==> src/rtl/gs_divisor_prenorm_if.sv <==
// Operand handshake bundle between the Goldschmidt divisor pre-normaliser,
// its producer, and the divider that consumes the normalised pair.
interface gs_divisor_prenorm_if #(
    parameter int W = 8
);
    localparam int SW = $clog2(W);

    logic          in_valid;
    logic          in_ready;
    logic [W-1:0]  in_x;
    logic [W-1:0]  in_y;
    logic          out_valid;
    logic          out_ready;
    logic [W-1:0]  out_x;
    logic [W-1:0]  out_y;
    logic [SW-1:0] out_shift;
    logic          out_dz;

    modport master (
        output in_valid, in_x, in_y, out_ready,
        input  in_ready, out_valid, out_x, out_y, out_shift, out_dz
    );

    modport slave (
        input  in_valid, in_x, in_y, out_ready,
        output in_ready, out_valid, out_x, out_y, out_shift, out_dz
    );
endinterface

==> src/rtl/gs_divisor_prenorm.sv <==
// Divisor pre-normaliser: shifts y left one bit per cycle until its MSB is set,
// reporting the shift count and a divide-by-zero flag alongside the dividend.
module gs_divisor_prenorm #(
    parameter int W = 8
) (
    input  logic                clk,
    input  logic                rst_n,
    gs_divisor_prenorm_if.slave bus
);
    localparam int SW = $clog2(W);

    localparam logic [1:0] IDLE = 2'd0;
    localparam logic [1:0] NORM = 2'd1;
    localparam logic [1:0] DONE = 2'd2;

    logic [1:0]    state_r;
    logic [W-1:0]  x_r;
    logic [W-1:0]  y_r;
    logic [SW-1:0] cnt_r;
    logic          dz_r;
    logic          valid_r;

    // Outputs come straight from the working registers, so nothing downstream
    // sees a combinational path from out_ready.
    assign bus.in_ready  = (state_r == IDLE);
    assign bus.out_valid = valid_r;
    assign bus.out_x     = x_r;
    assign bus.out_y     = y_r;
    assign bus.out_shift = cnt_r;
    assign bus.out_dz    = dz_r;

    // Operand capture, normalisation shifting and result handshake.
    always_ff @(posedge clk or negedge rst_n) begin
        if (!rst_n) begin
            state_r <= IDLE;
            x_r     <= '0;
            y_r     <= '0;
            cnt_r   <= '0;
            dz_r    <= 1'b0;
            valid_r <= 1'b0;
        end else begin
            case (state_r)
                IDLE: begin
                    if (bus.in_valid) begin
                        x_r     <= bus.in_x;
                        y_r     <= bus.in_y;
                        cnt_r   <= '0;
                        dz_r    <= (bus.in_y == '0);
                        valid_r <= 1'b0;
                        state_r <= (bus.in_y == '0) ? DONE : NORM;
                    end
                end
                NORM: begin
                    if (y_r[W-1]) begin
                        state_r <= DONE;
                        valid_r <= 1'b1;
                    end else begin
                        y_r   <= {y_r[W-2:0], 1'b0};
                        cnt_r <= cnt_r + SW'(1);
                    end
                end
                DONE: begin
                    // A zero divisor enters DONE straight from IDLE; valid rises
                    // one edge later so its latency matches an aligned divisor.
                    if (valid_r && bus.out_ready) begin
                        state_r <= IDLE;
                        valid_r <= 1'b0;
                    end else begin
                        valid_r <= 1'b1;
                    end
                end
                default: begin
                    state_r <= IDLE;
                    valid_r <= 1'b0;
                end
            endcase
        end
    end
endmodule
==> src/flat_wrapper.sv <==
// flat-port wrapper written by rule: the top's interface ports become plain ports
module gs_divisor_prenorm_flat 
#(
    parameter int W = 8
)
  (clk, rst_n, bus_in_valid, bus_in_x, bus_in_y, bus_out_ready, bus_in_ready, bus_out_valid, bus_out_x, bus_out_y, bus_out_shift, bus_out_dz);
  gs_divisor_prenorm_if #(.W(W)) bus_i ();
  input  logic clk;
  input  logic rst_n;
  input wire logic [$bits(bus_i.in_valid)-1:0] bus_in_valid;
  input wire logic [$bits(bus_i.in_x)-1:0] bus_in_x;
  input wire logic [$bits(bus_i.in_y)-1:0] bus_in_y;
  input wire logic [$bits(bus_i.out_ready)-1:0] bus_out_ready;
  output wire logic [$bits(bus_i.in_ready)-1:0] bus_in_ready;
  output wire logic [$bits(bus_i.out_valid)-1:0] bus_out_valid;
  output wire logic [$bits(bus_i.out_x)-1:0] bus_out_x;
  output wire logic [$bits(bus_i.out_y)-1:0] bus_out_y;
  output wire logic [$bits(bus_i.out_shift)-1:0] bus_out_shift;
  output wire logic [$bits(bus_i.out_dz)-1:0] bus_out_dz;
  assign bus_i.in_valid = bus_in_valid;
  assign bus_i.in_x = bus_in_x;
  assign bus_i.in_y = bus_in_y;
  assign bus_i.out_ready = bus_out_ready;
  assign bus_in_ready = bus_i.in_ready;
  assign bus_out_valid = bus_i.out_valid;
  assign bus_out_x = bus_i.out_x;
  assign bus_out_y = bus_i.out_y;
  assign bus_out_shift = bus_i.out_shift;
  assign bus_out_dz = bus_i.out_dz;
  gs_divisor_prenorm #(.W(W)) u_core (.clk(clk), .rst_n(rst_n), .bus(bus_i));
endmodule
==> config.mk <==
export PLATFORM = sky130hd
export DESIGN_NAME = gs_divisor_prenorm_flat
export DESIGN_NICKNAME = d
export VERILOG_FILES = /design/src/rtl/gs_divisor_prenorm_if.sv /design/src/rtl/gs_divisor_prenorm.sv /design/src/flat_wrapper.sv
export SDC_FILE = /design/constraint.sdc
export NUM_CORES = 1
export LEC_CHECK = 0
export ABC_AREA = 0
export CAP_MARGIN = 40
export CORE_MARGIN = 1.5
export CORE_UTILIZATION = 43
export DETAILED_ROUTE_END_ITERATION = 10
export GPL_ROUTABILITY_DRIVEN = 1
export GPL_TIMING_DRIVEN = 0
export HOLD_SLACK_MARGIN = 0.08
export PLACE_DENSITY = 0.74
export SLEW_MARGIN = 30
export SYNTH_ARGS = -nofsm -noshare
export SYNTH_HDL_FRONTEND = slang
export SYNTH_SLANG_ARGS = --single-unit
==> constraint.sdc <==
create_clock -name clk -period 1.99 [get_ports clk]
set_clock_uncertainty 0.2 [all_clocks]
set_input_delay 0.199 -clock clk [delete_from_list [all_inputs] [get_ports clk]]
set_output_delay 0.199 -clock clk [all_outputs]
set_load 0.02 [all_outputs]
**Word level (Yosys, flattened, before mapping)**

Index checks and enable logic that the tools add are counted.

- Register bits: 23
- Input port bits: 20
- Output and inout port bits: 22
- Word-level logic and storage cells: 38

- $add $sub $neg: 1
- Equal/unequal tests: 6
- Multiplexer cells: 15
- Reduce and logical (&&, ||, !) cells: 9

Operator list:

| operator | count |
|---|---|
| 2-to-1 mux 8 bit | 2 |
| one-hot mux 8 bit (2 select lines) | 1 |
| logical NOT 8 bit | 1 |
| 2-to-1 mux 2 bit | 4 |
| 2-to-1 mux 3 bit | 2 |
| one-hot mux 2 bit (3 select lines) | 1 |
| one-hot mux 3 bit (2 select lines) | 1 |
| AND reduction 2 bit | 3 |
| AND reduction 3 bit | 2 |
| inequality test 2 x 1 -> 1 bit (second input constant) | 2 |
| inequality test 2 bit (second input constant) | 2 |
| adder 3 x 1 -> 3 bit (second input constant) | 1 |
| 2-to-1 mux 1 bit | 3 |
| one-hot mux 1 bit (3 select lines) | 1 |
| equality test 2 x 1 -> 1 bit (second input constant) | 1 |
| equality test 2 bit (second input constant) | 1 |
| logical NOT 2 bit | 1 |
| nonzero test 2 bit | 1 |
| logical AND 1 bit | 1 |

**Depth between registers and ports, before layout**

Gate-level depths: netlist of the first run.

- Word-level depth: 4
- Mapped depth: 7
- Mapped depth without buffers: 5

**Least setup slack after synthesis of the first run**

OpenSTA, ideal clock, no wires.

- Kind: register to register
- From: register u_core.state_r[0]
- To: register u_core.state_r[0]
- Setup time: 0.125 ns
- Arrival: 1.553 ns
- Slack: 0.113 ns
- Stages on the path, launching flop included: 7
- Buffers on the path: 1
- Path through: dfrtp_1 inv_1 ha_1 buf_6 and2b_4 nor3_2 mux2_2

- Cells in the longest elaborated chain, start to end: 3

Ends and longest elaborated chain:

| element | line | RTL |
|---|---|---|
| from (decl) | gs_divisor_prenorm.sv:16 | `logic [1:0] state_r;` |
| from (signal assigned) | gs_divisor_prenorm.sv:50 | `state_r <= (bus.in_y == '0) ? DONE : NORM;` |
| logical NOT 2 bit (*) | n/a |  |
| via bus_in_ready | flat_wrapper.sv:14 | `output wire logic [$bits(bus_i.in_ready)-1:0] bus_in_ready;` |
| inequality test 2 bit (no line) | n/a |  |
| AND reduction 3 bit (no line) | n/a |  |

The timed path passes the listed nets; every way through them passes the cells marked *.
A chain may end at the register's enable or synchronous reset.

**Worst setup path in the final report of the first run**

- From: register u_core.state_r[0]
- To: register u_core.state_r[0]

- Cells in the longest elaborated chain, start to end: 3

Ends and longest elaborated chain:

| element | line | RTL |
|---|---|---|
| equality test 2 bit, or another cell as far along | gs_divisor_prenorm.sv:42 | `case (state_r)` |
| inequality test 2 x 1 -> 1 bit (no line) / inequality test 2 bit (equally long branches) | n/a |  |
| AND reduction 3 bit (no line) | n/a |  |

Parallel ways exist; a longest one is shown, timed or not.

==> results of run 1 <==
==> power breakdown <==
group	total, uW	switching, uW	internal, uW
logic	1440	707	736
clock network	227	150	77.0
registers	802	135	666
total	2470	993	1480
==> routing by layer <==
metal / global-route usage (%) / vias to the layer above / part of all wire, %
met1: 26.9 / 442 / 44
met4: 9.58 / 0 / 1.9
li1: - / 422 / -
met3: 4.72 / 5 / 6.8
met2: 31.9 / 38 / 47
met5: 0 / - / 0
==> state kept, by name, summed over array words and instances, names as in the netlist <==
signal                cells
u_core.bus.out_y          8
u_core.bus.out_valid      1
u_core.bus.out_dz         1
u_core.bus.out_x          8
u_core.bus.out_shift      3
u_core.state_r            2
==> stage by stage <==
step,utilization [%],setup slack (ns),power [uW],instances,hold WS (ns)
final,65.2,0.0858,2470,165,0.158
after global routing,65.2,0.00160,2640,165,0.198
after CTS,64.8,0.0579,2470,165,0.171
after floorplan,-,0.113,1680,89,-0.297
after detailed placement,63.3,0.0788,2240,160,-0.00492
after global placement,63.5,0.156,2200,160,0.267
==> worst max-delay path, delay by kind of cell (launching register included) <==
kind	cells	cell delay (ns)
simple gates	2	0.39
buf+inv	2	0.23
fa+ha+maj	1	0.23
mux	1	0.36
flops	1	0.41
==> path summary, 6_finish.rpt <==
check,startpoint,endpoint,slack (ns)
worst max-delay path,u_core.state_r[0],u_core.state_r[0],0.09
worst min-delay path,rst_n,u_core.bus.out_y[5],0.16
worst max register to register,u_core.state_r[0],u_core.state_r[0],0.09
worst min register to register,u_core.bus.out_dz,u_core.bus.out_dz,0.32
max in group asynchronous,rst_n,u_core.bus.out_x[6],1.07
min in group clk,bus_in_x[1],u_core.bus.out_x[1],0.27
==> Yosys cell counts <==
master     count  area share [%]
o211ai_4       1             1.9
nor4_2         2             2.2
a2bb2oi_1      1            0.78
a22o_1         5             3.9
mux2_1         2             2.0
ha_1           4             4.4
nand3_1        1            0.44
o21ai_0        2            0.89
inv_1          3             1.0
o2111ai_1      1            0.78
mux2_2        11              11
a21boi_1       1            0.67
dfrtp_1       23              51
nand2_2        1            0.56
nand2b_1       2             1.1
and3_1         3             1.7
buf_2          2            0.89
buf_4          1            0.67
nor3_1         3             1.3
nand2b_2       1            0.78
nor3_2         1            0.89
nand2_1        3             1.0
nor2b_1        1            0.56
mux2i_1        1            0.89
a21boi_0       1            0.67
a21oi_1        3             1.3
nor2_1         2            0.67
a221o_1        3             2.7
buf_6          1             1.0
and2b_4        1            0.89
o22ai_1        1            0.56
o21bai_1       1            0.67
==> layout make-up <==
type	count	area (um^2)
Fill cell	217	862
Inverter	3	11.3
Sequential cell	23	576
Clock buffer	3	22.5
Clock inverter	1	7.51
Buffer	4	31.3
Multi-Input combinational cell	59	515
Tap cell	30	37.5
Timing Repair Buffer	42	414
==> logic make-up (layout without fill, tap and decap cells) <==
logic type	count (synthesis)	count (layout)
flip-flops	23	23
AND/OR/NAND/NOR	21	21
AO/OA/AOI/OAI	20	20
multiplexers	14	14
buffers and inverters	7	53
adder cells (fa/ha/maj)	4	4
==> timing repair <==
action | 4_1_cts | 5_1_grt
cloned | 0 | 0
setup endpoints to repair | 1 | 5
endpoints found under the hold margin | 23 | 0
hold buffers | 1 | 0
resized for setup | 1 | 2
pin swaps | 0 | 0
==> results.sh, run 1 <==
export IMPL_max_vdd_ir_drop_uv=972
export IMPL_place_area_um2=1570
export IMPL_path_class="reg -> reg"
export IMPL_drt_wl_total_um=2530
export IMPL_hpwl_um=1910
export IMPL_nNetsFinal=160
export IMPL_synthSimpleGateAreaFrac_pct=12.1
export IMPL_area_growth_synth_to_final_pct=43.6
export IMPL_period_minus_slack_ns=1.90
export IMPL_fp_row_count=18
export IMPL_grt_pass1_wl_um=4230
export IMPL_synth_top_family_by_area="compound AO/OA/AOI/OAI gates"
export IMPL_synth_xor_area_share_pct=0
export IMPL_num_vias=907
export IMPL_grt_pass1_vias=983
export IMPL_tightest_slew_ns=0.511
export IMPL_numPortBuffers=41
export IMPL_layout_cells_most_common="clkdlybuf4s50_1"
export IMPL_synth_compound_area_share_pct=14.8
export IMPL_finalHoldViolations=0
export IMPL_post_cts_buffers=0
export IMPL_grt_util_all_layers_pct=20.5
export IMPL_leakage_uw=0.000697
export IMPL_max_cap_violations=0
export IMPL_status="finished, final reports clean"
export IMPL_clock_sinks=23
export IMPL_crit_slowest_cell="dfrtp_1"
export IMPL_drv_slew=0
export IMPL_path_cells="inv_1, ha_1, buf_6, and2b_4, nor3_4, mux2_2"
export IMPL_drt_iter0_drc=4
export IMPL_boundaryPins=42
export IMPL_clock_latency_ns=0.33
export IMPL_worst_r2r_cell_count=6
export IMPL_drt_wirelength_per_cell_um=15.4
export IMPL_clockBufferDepth=2
export IMPL_power_density_nw_per_um2=1530
export IMPL_drc_errors=0
export IMPL_htreeDepth=1
export IMPL_via_per_inst=5.50
export IMPL_ys_ff_latch=23
export IMPL_dieWidth_um=54.1
export IMPL_die_y_um=54.1
export IMPL_hold_class="in -> async"
export IMPL_antenna_found_initial=0
export IMPL_yosysSeqAreaShare_pct=51.2
export IMPL_ys_types=32
export IMPL_fin_area_um2=1620
export IMPL_antenna_left=0
export IMPL_synth_adder_area_share_pct=4.45
export IMPL_crit_path_end_kind="flop"
export IMPL_start_util_pct=45.4
export IMPL_syn_inst=89
export IMPL_syn_area_per_cell_um2=12.6
export IMPL_cp_arrival_ns=1.93
export IMPL_gp_congestion=0.794
export IMPL_rsz0062_at_grt="no"
export IMPL_worstSetupStartpointType="flop"
export IMPL_cts_root_buf="clkbuf_4"
export IMPL_yosys_warnings=0
export IMPL_dr_pass1_iters=4
export IMPL_finalSetupViolCount=0
export IMPL_grt_max_degree=24
export IMPL_grt_overflow=0
export IMPL_critical_path_required_ns=2.02
export IMPL_fin_crit_sh_pct=95.7
export IMPL_cts_tree="built"
export IMPL_synth_mux_area_share_pct=13.9
export IMPL_layout_drive_gt1_share_pct=20.0
export IMPL_path_max_fanout=8
export IMPL_path_clk_slew_ns=0.14
export IMPL_cts_buffers=3
export IMPL_tns_ns=0
export IMPL_slew_headroom_pct=66.0
export IMPL_die_area_um2=2930
export IMPL_crit_path_max_incr_delay_ns=0.41
export IMPL_syn_nets=113
export IMPL_max_freq_mhz=525
export IMPL_core_area_um2=2480
export IMPL_synth_cell_area_um2=1120
export IMPL_diodes=0
export IMPL_layout_common_cells="clkdlybuf4s50_1, dfrtp_1, mux2_2"
Note: power is estimated with default switching activity, not from simulation.
==> run 2, diff against run 1 <==
--- a/config.mk
+++ b/config.mk
@@ -9,6 +9,8 @@
 export CAP_MARGIN = 40
 export CORE_MARGIN = 1.5
 export CORE_UTILIZATION = 43
+export CTS_CLUSTER_DIAMETER = 50
+export CTS_CLUSTER_SIZE = 16
 export DETAILED_ROUTE_END_ITERATION = 10
 export GPL_ROUTABILITY_DRIVEN = 1
 export GPL_TIMING_DRIVEN = 0
==> results of run 2 <==
No change in the layout: final DEF, timing and power equal those of run 1.
==> run 3, diff against run 2 <==
--- a/config.mk
+++ b/config.mk
@@ -9,7 +9,6 @@
 export CAP_MARGIN = 40
 export CORE_MARGIN = 1.5
 export CORE_UTILIZATION = 43
-export CTS_CLUSTER_DIAMETER = 50
 export CTS_CLUSTER_SIZE = 16
 export DETAILED_ROUTE_END_ITERATION = 10
 export GPL_ROUTABILITY_DRIVEN = 1
==> results of run 3 <==
No change in the layout: final DEF, timing and power equal those of run 1.
